## src/rtl/tx_dphy_pkg.sv

```systemverilog
// tx_dphy_pkg: shared state encodings, SYNC byte and default timing for the D-PHY TX lane
package tx_dphy_pkg;
  typedef enum logic [2:0] {
    S_IDLE, S_ARB, S_REQ, S_ZERO, S_SYNC, S_PAY, S_TRAIL, S_EXIT
  } tx_state_t;
  typedef enum logic [1:0] {
    LP_STOP = 2'd0, LP_HS_REQ = 2'd1, LP_HS_PRPR = 2'd2, LP_HS_WAIT = 2'd3
  } lp_state_t;
  localparam logic [7:0] SYNC_BYTE = 8'hB8;
  localparam int DEF_N_REQ = 4;
  localparam int DEF_LEN_W = 16;
  localparam int DEF_T_HS_ZERO = 6;
  localparam int DEF_T_HS_TRAIL = 4;
  localparam int DEF_T_LP_EXIT = 8;
  localparam int DEF_T_TIMEOUT = 32;
  // Trail drives the line opposite to the last bit transmitted.
  function automatic logic [7:0] trail_byte(input logic last_b7);
    return last_b7 ? 8'h00 : 8'hFF;
  endfunction
endpackage

```

## src/rtl/tx_rr_arbiter.sv

```systemverilog
// tx_rr_arbiter: round-robin search from the slot after the last winner; pointer moves on adv
module tx_rr_arbiter #(
  parameter int N_REQ = 4,
  localparam int IW = $clog2(N_REQ)
) (
  input  logic             clk,
  input  logic             rst_n,
  input  logic [N_REQ-1:0] req,
  input  logic             adv,
  output logic [N_REQ-1:0] gnt,
  output logic [IW-1:0]    idx,
  output logic             vld
);
  logic [IW-1:0] ptr;
  // Walk from farthest to nearest so the slot closest to ptr is written last and wins.
  always_comb begin
    idx = '0;
    vld = 1'b0;
    for (int k = N_REQ - 1; k >= 0; k--) begin
      if (req[(int'(ptr) + k) % N_REQ]) begin
        idx = IW'((int'(ptr) + k) % N_REQ);
        vld = 1'b1;
      end
    end
    gnt = vld ? N_REQ'(1) << idx : '0;
  end
  always_ff @(posedge clk or negedge rst_n)
    if (!rst_n) ptr <= '0;
    else if (adv && vld) ptr <= (idx == IW'(N_REQ - 1)) ? '0 : idx + 1'b1;
endmodule

```

## src/rtl/tx_hs_burst_ctrl.sv

```systemverilog
// tx_hs_burst_ctrl: HS burst sequencer for one D-PHY TX data lane (arbitration, ZERO/SYNC/payload/TRAIL, LP exit).
// Optional TXC_TIMEOUT_EN: abort a REQ that never sees TX_HS_EN and pulse ERR.
module tx_hs_burst_ctrl
  import tx_dphy_pkg::*;
#(
  parameter int N_REQ      = DEF_N_REQ,
  parameter int LEN_W      = DEF_LEN_W,
  parameter int T_HS_ZERO  = DEF_T_HS_ZERO,
  parameter int T_HS_TRAIL = DEF_T_HS_TRAIL,
  parameter int T_LP_EXIT  = DEF_T_LP_EXIT,
  parameter int T_TIMEOUT  = DEF_T_TIMEOUT
) (
  input  logic                   TX_BYTE_clk,
  input  logic                   TX_rst_n,
  input  logic [N_REQ-1:0]       REQ_VEC,
  input  logic [N_REQ*LEN_W-1:0] LEN_VEC,
  input  logic [N_REQ*8-1:0]     DATA_VEC,
  output logic [N_REQ-1:0]       GNT,
  output logic [N_REQ-1:0]       DATA_ACK,
  output logic                   TX_REQ,
  input  logic                   TX_HS_EN,
  input  logic                   TX_HS_END_DATA,
  output logic [7:0]             HS_DATA,
  output logic                   HS_DATA_VLD,
  output logic                   BUSY,
  output logic                   ERR
);
  localparam int IW = $clog2(N_REQ);
  tx_state_t state, state_nx;
  logic [N_REQ-1:0] a_gnt, win_oh;
  logic [IW-1:0] a_idx, win_idx;
  logic a_vld, in_burst, hs_fault, tmo, ended, last_b7;
  logic [LEN_W-1:0] len, cnt, cnt_nx;

  tx_rr_arbiter #(.N_REQ(N_REQ)) u_arb (
    .clk(TX_BYTE_clk), .rst_n(TX_rst_n), .req(REQ_VEC), .adv(state == S_ARB),
    .gnt(a_gnt), .idx(a_idx), .vld(a_vld)
  );

`ifdef TXC_TIMEOUT_EN
  localparam int TW = $clog2(T_TIMEOUT + 1);
  logic [TW-1:0] tcnt;
  logic err_q;
  assign tmo = (state == S_REQ) && !TX_HS_EN && (tcnt == TW'(T_TIMEOUT - 1));
  assign ERR = err_q;
  always_ff @(posedge TX_BYTE_clk or negedge TX_rst_n)
    if (!TX_rst_n) begin
      tcnt  <= '0;
      err_q <= 1'b0;
    end else begin
      tcnt  <= (state == S_REQ) ? tcnt + 1'b1 : '0;
      err_q <= tmo;
    end
`else
  assign tmo = 1'b0;
  assign ERR = 1'b0;
`endif

  assign in_burst = state inside {S_ZERO, S_SYNC, S_PAY, S_TRAIL};
  assign hs_fault = in_burst && !TX_HS_EN;

  always_ff @(posedge TX_BYTE_clk or negedge TX_rst_n)
    if (!TX_rst_n) state <= S_IDLE;
    else state <= state_nx;

  always_comb begin
    state_nx = state;
    case (state)
      S_IDLE:  state_nx = |REQ_VEC ? S_ARB : S_IDLE;
      S_ARB:   state_nx = a_vld ? S_REQ : S_IDLE;
      S_REQ:   state_nx = TX_HS_EN ? S_ZERO : tmo ? S_EXIT : S_REQ;
      S_ZERO:  state_nx = (cnt == '0) ? S_SYNC : S_ZERO;
      S_SYNC:  state_nx = (len != '0) ? S_PAY : S_TRAIL;
      S_PAY:   state_nx = (cnt == '0) ? S_TRAIL : S_PAY;
      S_TRAIL: state_nx = (cnt == '0) ? S_EXIT : S_TRAIL;
      S_EXIT:  state_nx = (ended && cnt == '0) ? S_IDLE : S_EXIT;
      default: state_nx = S_IDLE;
    endcase
    if (hs_fault) state_nx = S_EXIT;
  end

  // One down-counter serves every timed phase; it is reloaded on each state change.
  always_comb begin
    cnt_nx = (cnt != '0) ? cnt - 1'b1 : cnt;
    if (state_nx != state)
      cnt_nx = (state_nx == S_ZERO)  ? LEN_W'(T_HS_ZERO - 1) :
               (state_nx == S_PAY)   ? len - 1'b1 :
               (state_nx == S_TRAIL) ? LEN_W'(T_HS_TRAIL - 1) : '0;
    if (state == S_EXIT && !ended) cnt_nx = LEN_W'(T_LP_EXIT - 1);
  end

  always_ff @(posedge TX_BYTE_clk or negedge TX_rst_n)
    if (!TX_rst_n) begin
      win_idx <= '0;
      win_oh  <= '0;
      len     <= '0;
      cnt     <= '0;
      ended   <= 1'b0;
      last_b7 <= 1'b0;
    end else begin
      if (state == S_ARB && a_vld) begin
        win_idx <= a_idx;
        win_oh  <= a_gnt;
        len     <= LEN_VEC[int'(a_idx)*LEN_W +: LEN_W];
      end
      if (state == S_SYNC || state == S_PAY) last_b7 <= HS_DATA[7];
      ended <= (state == S_EXIT) && (ended || TX_HS_END_DATA);
      cnt   <= cnt_nx;
    end

  always_comb begin
    TX_REQ      = in_burst || state == S_REQ;
    GNT         = TX_REQ ? win_oh : '0;
    DATA_ACK    = (state == S_PAY) ? win_oh : '0;
    HS_DATA_VLD = in_burst;
    BUSY        = state != S_IDLE;
    HS_DATA     = (state == S_SYNC)  ? SYNC_BYTE :
                  (state == S_PAY)   ? DATA_VEC[int'(win_idx)*8 +: 8] :
                  (state == S_TRAIL) ? trail_byte(last_b7) : 8'h00;
  end
endmodule
```

## config.mk

```make
export PLATFORM = sky130hd
export DESIGN_NAME = tx_hs_burst_ctrl
export DESIGN_NICKNAME = d
export VERILOG_FILES = /design/src/rtl/tx_dphy_pkg.sv /design/src/rtl/tx_rr_arbiter.sv /design/src/rtl/tx_hs_burst_ctrl.sv
export SDC_FILE = /design/constraint.sdc
export NUM_CORES = 1
export LEC_CHECK = 0
export ABC_AREA = 1
export CORE_MARGIN = 10
export CORE_UTILIZATION = 30
export DETAILED_ROUTE_END_ITERATION = 7
export PLACE_DENSITY = 0.67
export SYNTH_ARGS = -nofsm -noshare
export SYNTH_HDL_FRONTEND = slang
export SYNTH_SLANG_ARGS = --single-unit
```

## constraint.sdc

```tcl
create_clock -name TX_BYTE_clk -period 3.35 [get_ports TX_BYTE_clk]
set_input_delay 0.335 -clock TX_BYTE_clk [delete_from_list [all_inputs] [get_ports TX_BYTE_clk]]
set_output_delay 0.335 -clock TX_BYTE_clk [all_outputs]
set_load 0.05 [all_outputs]
```

==> reports/summary.txt, run 1 <==
status: finished clean
Die Span X: 134.2 um
area occupied by multi-input gates: 2472 um^2
post-synthesis cell area: 3913 um^2
die area: 18010 um^2
clock period minus worst slack: 2.951 ns
TritonCTS Buffers: 5
final WL: 12.11 mm
# IOs: 124
HPWL Detailed: 9.654 mm
clk root buf: clkbuf_16
setup ws final: 0.3990 ns
Syn Inst Count: 588
Top FF cell, synth: dfrtp_1
vias in the first global route: 4079
slowest cell delay on critical path: 0.73 ns
fraction of layout cells with a size suffix above 1: 10.70%
CP Max Fanout: 11
Clock Skew: 0.006546 ns
fill cell count: 1393
sequential element share of the synthesized area: 28.78%
largest net degree at the start of global routing: 46
yosys warns: 0
RSZ-0062 raised after global routing: no
final hold vios: 0
Worst Setup Start Kind: flop
NumNets Final: 811
sequential fraction of design power: 20.4%
n_diodes: 0
Sw Ratio: 55.47%
Final Slew Violations: 0
Port-buffer cells: 122
grt ovf: 0
max_cap viols: 0
CTS Hold Buffers Added: 0
Psw: 2896 uW
top post-synthesis cells by area: dfrtp_1 29%, nand2_1 12%, nor2_1 9.6%
PostCTS Resize Cnt: 0
async set-or-reset flop fraction in the synthesized netlist: 100.0%
Area growth, synth to finish: 38.02%
Rows: 41
CP required: 3.01 ns
arrival time at the worst endpoint: 2.62 ns
initial drt markers: 210
Area after DPL: 5254 um^2
CTS tree: yes
clk buf depth: 2
measured slew at the worst slew-check pin: 1.047 ns
sequential cell area: 1126 um^2
first-pass GRT wire length: 20.38 mm
fin crit share: 88.09%
GRT Total Usage: 13.48%
core area: 12720 um^2
setup bufs post-CTS: 0
Routed Antenna Nets: 0
Post-synth EDFFs: 0
FF+latch count, synth: 45
cell area after layout: 5400 um^2
Clock transition at path regs: 0.07 ns
worst slack, placed: 0.5165 ns
Synthesized Nets: 699
Final setup viols: 0
Hold/Removal Path Class: in2async
crit path cell chain: inv_2, nor2_2, nand2_2, nand2_1, nor2_2, inv_1, nor2_1, nor2_1, clkdlybuf4s50_1
Rel. slew slack: 30.17%
starting density of the core: 30.75%
fmax: 0.3389 GHz
Distinct cells, synth: 38
CTS sink cnt: 45
slowest CP cell: clkdlybuf4s50_1
Yosys top cell by area: dfrtp_1
synthesized area per cell: 6.654 um^2
Peak VDD IR: 0.7538 mV
DRC: 0
top cell type's share of synthesized area: 28.78%
Vias/cell: 4.667
Critical Path End Type: output port
most common cell after layout, fill and taps aside: nand2_1
Comb pwr share: 69.9%
leakage power: 0.002341 uW
initial antenna violation count: 0
Die H: 134.2 um
Final GP Congestion: 0.8563
Crit Path Category: reg2out
routed via count: 4074
Final TNS setup: 0 ns
drt pass-1 iters: 4
cell internal pwr: 2325 uW
DR WL/cell: 13.87 um
H-tree levels: 2
later-pin clock latency in the skew report: 0.29 ns
commonest non-fill, non-tap cells in the layout: 125 x nand2_1, 121 x clkdlybuf4s50_1, 100 x nor2_1, 51 x o21ai_0, 45 x dfrtp_1
PD cells: 966.7 nW/um^2
clock share of power: 9.7%
## layer usage
metal  up-vias  wire (um)  part of all wire, %  track usage [%]
met3         8        797                  6.6            4.070
met1      1810       5505                   45            16.62
li1       2158          -                    -                -
met2        98       5720                   47            22.77
met4         0         88                 0.73            2.418
met5         -          0                    0                0
## worst paths after layout
path / startpoint / endpoint / slack [ns] / cells after the start
setup / recovery: state[2] / GNT[3] / 0.40 / 9
hold reg to reg: ended / ended / 0.49 / 1
max in group asynchronous: TX_rst_n / win_oh[1] / 2.47 / 1
setup reg to reg: cnt[0] / cnt[11] / 0.72 / 15
min in group TX_BYTE_clk: ended / ended / 0.49 / 1
hold / removal: TX_rst_n / cnt[1] / 0.23 / 1
## stage by stage
| step | hold slack [ns] | total power, uW | util (%) | cells |
|---|---|---|---|---|
| 2_1_floorplan | 0.03941 | 3928 | - | 588 |
| 3_3_place_gp | 0.4758 | 4700 | 41.30 | 865 |
| 3_5_place_dp | 0.4875 | 4727 | 41.30 | 865 |
| 4_1_cts | 0.2841 | 5255 | 42.45 | 873 |
| 5_1_grt | 0.3370 | 5785 | 42.45 | 873 |
| 6_report | 0.2267 | 5220 | 42.45 | 873 |
## power by group through the flow
stage	logic [uW]	clock network, uW	registers [uW]
after CTS	3670	523	1060
final	3650	505	1070
after detailed placement	3660	0	1070
after global routing	4130	545	1110
after global placement	3630	0	1070
after floorplan	2950	0	983
## logic make-up after synthesis
kind of cell / count (synthesis) / share of synthesized area [%]
AOI/OAI and AO/OA: 123 / 18.00
and+or+nand+nor: 319 / 37.83
buffers and inverters: 71 / 8.123
other: 1 / 0.09585
xor gates and xnor gates: 22 / 4.925
DFF: 45 / 28.78
adders and majority gates: 7 / 2.238
## worst max-delay path: cells and delay by family, from the launching register on
kind                   cells  cell delay [ns]
buffers and inverters      3             0.97
DFF                        1             0.44
and+or+nand+nor            6             0.92
## cells in the mapped netlist (9+ instances only)
master and number:
nand2_1 125, nor2_1 100, o21ai_0 52, dfrtp_1 45, inv_1 38, o211ai_1 22, nand3_1 21, a21oi_1 19
o21ai_1 18, nor2_2 15, nor3_1 14, xor2_1 12, or2_2 11, nand2_2 10, xnor2_1 10, inv_2 9
## layout make-up
type | count | share of cell area [%]
clock buffer | 5 | 2.317
clock inverter | 3 | 0.3939
inverter | 49 | 3.452
multi-input combinational | 472 | 45.78
sequential | 45 | 20.85
tap | 172 | 3.985
timing repair buffer | 127 | 23.22
## flip-flops by register name (all words and copies together) (netlist names)
register   flops
cnt           16
ended          1
last_b7        1
len           16
state          3
u_arb.ptr      2
win_idx        2
win_oh         4
Power figures use the tool's default switching activity.
==> inputs of run 2 (changes only) <==
--- a/config.mk
+++ b/config.mk
@@ -6,7 +6,6 @@
 export NUM_CORES = 1
 export LEC_CHECK = 0
 export ABC_AREA = 1
-export CORE_MARGIN = 10
 export CORE_UTILIZATION = 30
 export DETAILED_ROUTE_END_ITERATION = 7
 export PLACE_DENSITY = 0.67
==> constraint.sdc (replaced) <==
create_clock -name TX_BYTE_clk -period 3.3 [get_ports TX_BYTE_clk]
set_input_delay 0.33 -clock TX_BYTE_clk [delete_from_list [all_inputs] [get_ports TX_BYTE_clk]]
set_output_delay 0.33 -clock TX_BYTE_clk [all_outputs]
set_load 0.05 [all_outputs]
==> run 2 against run 1 <==
Routed wire length shrank 11%. Clock skew up 0.0025 ns. Sequential share of layout area hardly changed. Critical path depth unchanged.
==> reports/summary.txt, run 2 (synthesis gave the netlist of run 1 again) <==
Rel. slew slack: 31.33% (+1.2 points)
RSZ-0062 raised after global routing: no
# IOs: 124 (unchanged)
fraction of layout cells with a size suffix above 1: 10.70% (unchanged)
CP required: 2.97 ns (-0.04 ns)
Peak VDD IR: 0.5098 mV (-32%)
top flop regs: cnt x16, len x16, win_oh x4
sequential cell area: 1126 um^2 (unchanged)
PD cells: 975.6 nW/um^2 (+0.92%)
commonest non-fill, non-tap cells in the layout: 125 x nand2_1, 121 x clkdlybuf4s50_1, 100 x nor2_1, 51 x o21ai_0, 45 x dfrtp_1
arrival time at the worst endpoint: 2.66 ns (+0.04 ns)
Crit Path Category: reg2out
Area growth, synth to finish: 38.09% (about the same)
Die Span X: 116.2 um (-13%)
clock period minus worst slack: 2.991 ns
fin crit share: 90.65%
grt ovf: 0 (unchanged)
Clock Skew: 0.009032 ns (+0.002486 ns)
Layout Utilization: 42.64% (+0.19 points)
H-tree levels: 2 (unchanged)
DR WL/cell: 12.29 um (-11%)
TritonCTS Buffers: 5 (unchanged)
status: finished clean
Final setup viols: 0 (unchanged)
Final GP Congestion: 0.8447 (-1.4%)
final WL: 10.73 mm (-11%)
Die H: 116.2 um (-13%)
Vias/cell: 4.647 (-0.42%)
Hold/Removal Path Class: in2async
CP Max Fanout: 11 (unchanged)
later-pin clock latency in the skew report: 0.29 ns (about the same)
PostCTS Resize Cnt: 0 (unchanged)
first-pass GRT wire length: 18.50 mm (-9.2%)
Clock transition at path regs: 0.06 ns (about the same)
clk buf depth: 2 (unchanged)
starting density of the core: 30.88% (+0.12 points)
final hold vios: 0 (unchanged)
core area: 12670 um^2 (-0.40%)
n_diodes: 0 (unchanged)
setup bufs post-CTS: 0 (unchanged)
routed via count: 4057 (-0.42%)
clk root buf: clkbuf_16
drt pass-1 iters: 4 (unchanged)
max_cap viols: 0 (unchanged)
initial antenna violation count: 0 (unchanged)
HPWL Detailed: 8.452 mm (-12%)
total power: 5271 uW (+0.97%)
worst slack, placed: 0.6371 ns (+0.1206 ns)
setup ws final: 0.3086 ns (-0.09044 ns)
vias in the first global route: 3862 (-5.3%)
Final Slew Violations: 0 (unchanged)
initial drt markers: 152 (-28%)
Critical Path End Type: output port
die area: 13500 um^2 (-25%)
fmax: 0.3343 GHz
area occupied by multi-input gates: 2472 um^2 (unchanged)
DRC: 0 (unchanged)
GRT Total Usage: 17.03% (+3.6 points)
Worst Setup Start Kind: flop
largest net degree at the start of global routing: 46 (unchanged)
measured slew at the worst slew-check pin: 1.030 ns (-0.01734 ns)
most common cell after layout, fill and taps aside: nand2_1
Final TNS setup: 0 ns (unchanged)
Hold Worst Slack: 0.2067 ns (-0.02001 ns)
CTS tree: yes
leakage power: 0.002342 uW (about the same)
Rows: 41 (unchanged)
fill cell count: 1312 (-5.8%)
Port-buffer cells: 122 (unchanged)
CTS Hold Buffers Added: 0 (unchanged)
Routed Antenna Nets: 0 (unchanged)
CTS sink cnt: 45 (unchanged)
NumNets Final: 812 (+0.12%)
==> run 2: changes by cell type in the layout (fill, tap and decap cells not counted), sizes merged <==
cell,before,now
buf,6,7
inv,49,48
==> run 2: path summary, 6_finish.rpt <==
kind | from | to | slack [ns] | cells after the start
min reg2reg | ended | ended | 0.49 | 1
max in group asynchronous | TX_rst_n | cnt[5] | 2.43 | 1
max reg2reg | cnt[0] | cnt[1] | 0.65 | 17
min in group TX_BYTE_clk | ended | ended | 0.49 | 1
min | TX_rst_n | win_idx[1] | 0.21 | 1
max | state[2] | GNT[1] | 0.31 | 9
==> run 2: cell type report <==
type	count	share of cell area [%]
clock buffer	5	2.316
clock inverter	2	0.3011
inverter	49	3.451
multi-input combinational	472	45.76
sequential	45	20.84
tap	172	3.983
timing repair buffer	128	23.34
==> run 2: critical path: stages, from the launching register on <==
cell,delay [ns]
dfrtp_1,0.45
inv_2,0.17
nor2_2,0.08
nand2_2,0.24
nand2_1,0.10
nor2_2,0.17
inv_1,0.08
nor2_1,0.28
nor2_1,0.07
clkdlybuf4s50_1,0.73
==> run 2: stage by stage <==
step,std cells,area [um^2]
floorplan,588,3913
global placement,866,5261
detailed placement,866,5261
CTS,873,5403
global route,873,5403
finish,873,5403
==> run 2: power breakdown <==
part / switching [uW] / internal, uW / total [uW]
Clock: 216 / 278 / 493
Sequential: 276 / 810 / 1090
Combinational: 2410 / 1280 / 3690
Total: 2900 / 2370 / 5270
==> run 2: routing by layer <==
layer	part of all wire, %	up-vias	global-route usage (%)
li1	-	2158	-
met2	46	94	28.45
met4	1.0	0	3.248
met3	3.8	8	2.647
met1	49	1797	23.36
met5	0	-	0
==> inputs of run 3 (changes only) <==
--- a/config.mk
+++ b/config.mk
@@ -8,6 +8,7 @@
 export ABC_AREA = 1
 export CORE_UTILIZATION = 30
 export DETAILED_ROUTE_END_ITERATION = 7
+export GPL_TIMING_DRIVEN = 0
 export PLACE_DENSITY = 0.67
 export SYNTH_ARGS = -nofsm -noshare
 export SYNTH_HDL_FRONTEND = slang
==> run 3 against run 2 <==
Final cell count rose by 2.1%. Design area grew 1.9%. Global-route usage increased by 1.2 points. Hold slack got worse by 0.20 ns. Core utilization increased by 0.80 points. Die area unchanged. Clock power is essentially flat. Combinational power increased by 8.4%. Routed wire length increased by 7.3%. First-iteration DRC count decreased by 2.0%.
==> reports/summary.txt, run 3 (synthesis gave the netlist of run 1 again) <==
fin crit share: 91.94% (+1.3 points)
TritonCTS Buffers: 5 (unchanged)
Clock transition at path regs: 0.06 ns (about the same)
Hold Worst Slack: 0.006553 ns (-0.2001 ns)
clk buf depth: 2 (unchanged)
status: finished clean
leakage power: 0.002397 uW (+2.3%)
clk root buf: clkbuf_16
# IOs: 124 (unchanged)
Critical Path End Type: output port
Die Span X: 116.2 um (unchanged)
Vias/cell: 4.680 (+0.71%)
Clock Skew: 0.005562 ns (-0.003470 ns)
commonest non-fill, non-tap cells in the layout: 125 x nand2_1, 121 x clkdlybuf4s50_1, 100 x nor2_1, 52 x o21ai_0, 45 x dfrtp_1
Final GP Congestion: 0.8497 (+0.59%)
vias in the first global route: 4104 (+6.3%)
max_cap viols: 0 (unchanged)
Rows: 41 (unchanged)
DR WL/cell: 12.92 um (+5.1%)
Crit Path Category: reg2out
most common cell after layout, fill and taps aside: nand2_1
setup bufs post-CTS: 0 (unchanged)
routed via count: 4170 (+2.8%)
Final setup viols: 0 (unchanged)
final WL: 11.51 mm (+7.3%)
PD cells: 1006 nW/um^2 (+3.1%)
n_diodes: 0 (unchanged)
arrival time at the worst endpoint: 2.70 ns (+0.04 ns)
PostCTS Resize Cnt: 0 (unchanged)
starting density of the core: 30.88% (unchanged)
CTS tree: yes
Die H: 116.2 um (unchanged)
path depth of the worst reg2reg path: 18 (+1)
total power: 5538 uW (+5.1%)
fmax: 0.3296 GHz (-1.4%)
initial drt markers: 149 (-2.0%)
largest net degree at the start of global routing: 27 (-41%)
die area: 13500 um^2 (unchanged)
Area after DPL: 5364 um^2 (+1.9%)
CTS Hold Buffers Added: 0 (unchanged)
drt pass-1 iters: 5 (+1)
initial antenna violation count: 0 (unchanged)
NumNets Final: 829 (+2.1%)
Routed Antenna Nets: 0 (unchanged)
RSZ-0062 raised after global routing: no
CP required: 2.97 ns (about the same)
clock period minus worst slack: 3.034 ns (+0.04274 ns)
Port-buffer cells: 122 (unchanged)
DRC: 0 (unchanged)
measured slew at the worst slew-check pin: 0.5736 ns (-0.4565 ns)
final hold vios: 0 (unchanged)
Final TNS setup: 0 ns (unchanged)
Area growth, synth to finish: 40.68%
Rel. slew slack: 61.76% (+30 points)
CP Max Fanout: 10 (-1)
later-pin clock latency in the skew report: 0.29 ns (about the same)
Peak VDD IR: 0.5497 mV (+7.8%)
first-pass GRT wire length: 19.55 mm (+5.7%)
Final Slew Violations: 0 (unchanged)
HPWL Detailed: 9.299 mm (+10%)
top flop regs: cnt x16, len x16, win_oh x4
cell area after layout: 5504 um^2 (+1.9%)
fraction of layout cells with a size suffix above 1: 11.40% (+0.71 points)
grt ovf: 0 (unchanged)
core area: 12670 um^2 (unchanged)
GRT Total Usage: 18.27% (+1.2 points)
CTS sink cnt: 45 (unchanged)
Hold/Removal Path Class: in2async
Worst Setup Start Kind: flop
H-tree levels: 2 (unchanged)
run 3: stage by stage:
stage / utilization, % / setup slack (ns) / cells
2_1_floorplan: - / 0.9718 / 588
3_3_place_gp: 42.21 / 0.5304 / 882
3_5_place_dp: 42.33 / 0.5293 / 883
4_1_cts: 43.44 / 0.2779 / 891
5_1_grt: 43.44 / 0.06410 / 891
6_report: 43.44 / 0.2658 / 891
run 3: area by class of cell:
class	count	area (um^2)
inverters	49	186.4
fillers	1340	7167
well taps	172	215.2
clock buffers	7	132.6
flip-flops and latches	45	1126
repair buffers	123	1236
clock inverters	1	7.507
plain buffers	22	131.4
multi-input cells	472	2469
run 3: path summary, 6_finish.rpt:
check,end,slack [ns],start
max in group asynchronous,len[11],2.79,TX_rst_n
setup / recovery,HS_DATA[0],0.27,win_idx[0]
hold reg to reg,ended,0.49,ended
hold / removal,ended,0.007,TX_rst_n
min in group TX_BYTE_clk,ended,0.49,ended
setup reg to reg,cnt[1],0.77,cnt[0]
run 3: metal layers:
layer / vias to the layer above / track usage, % / wire [um]
met3: 10 / 2.698 / 478
met1: 1858 / 24.15 / 5386
li1: 2197 / - / -
met4: 0 / 4.188 / 141
met2: 105 / 31.43 / 5502
met5: - / 0 / 0
run 3: critical path, cell delays in order (launching register included):
cell	delay, ns
dfrtp_1	0.32
clkbuf_1	0.31
buf_1	0.41
nor2_1	0.10
nor2_1	0.09
o21ai_0	0.09
a31oi_1	0.24
clkdlybuf4s50_1	0.85
run 3: power breakdown:
group	internal, uW	leakage [uW]	switching (uW)	total [uW]
combinational	1430	0.00178	2570	4000
sequential	810	0.000551	241	1050
clock	282	0.0000641	209	490
total	2520	0.00240	3020	5540
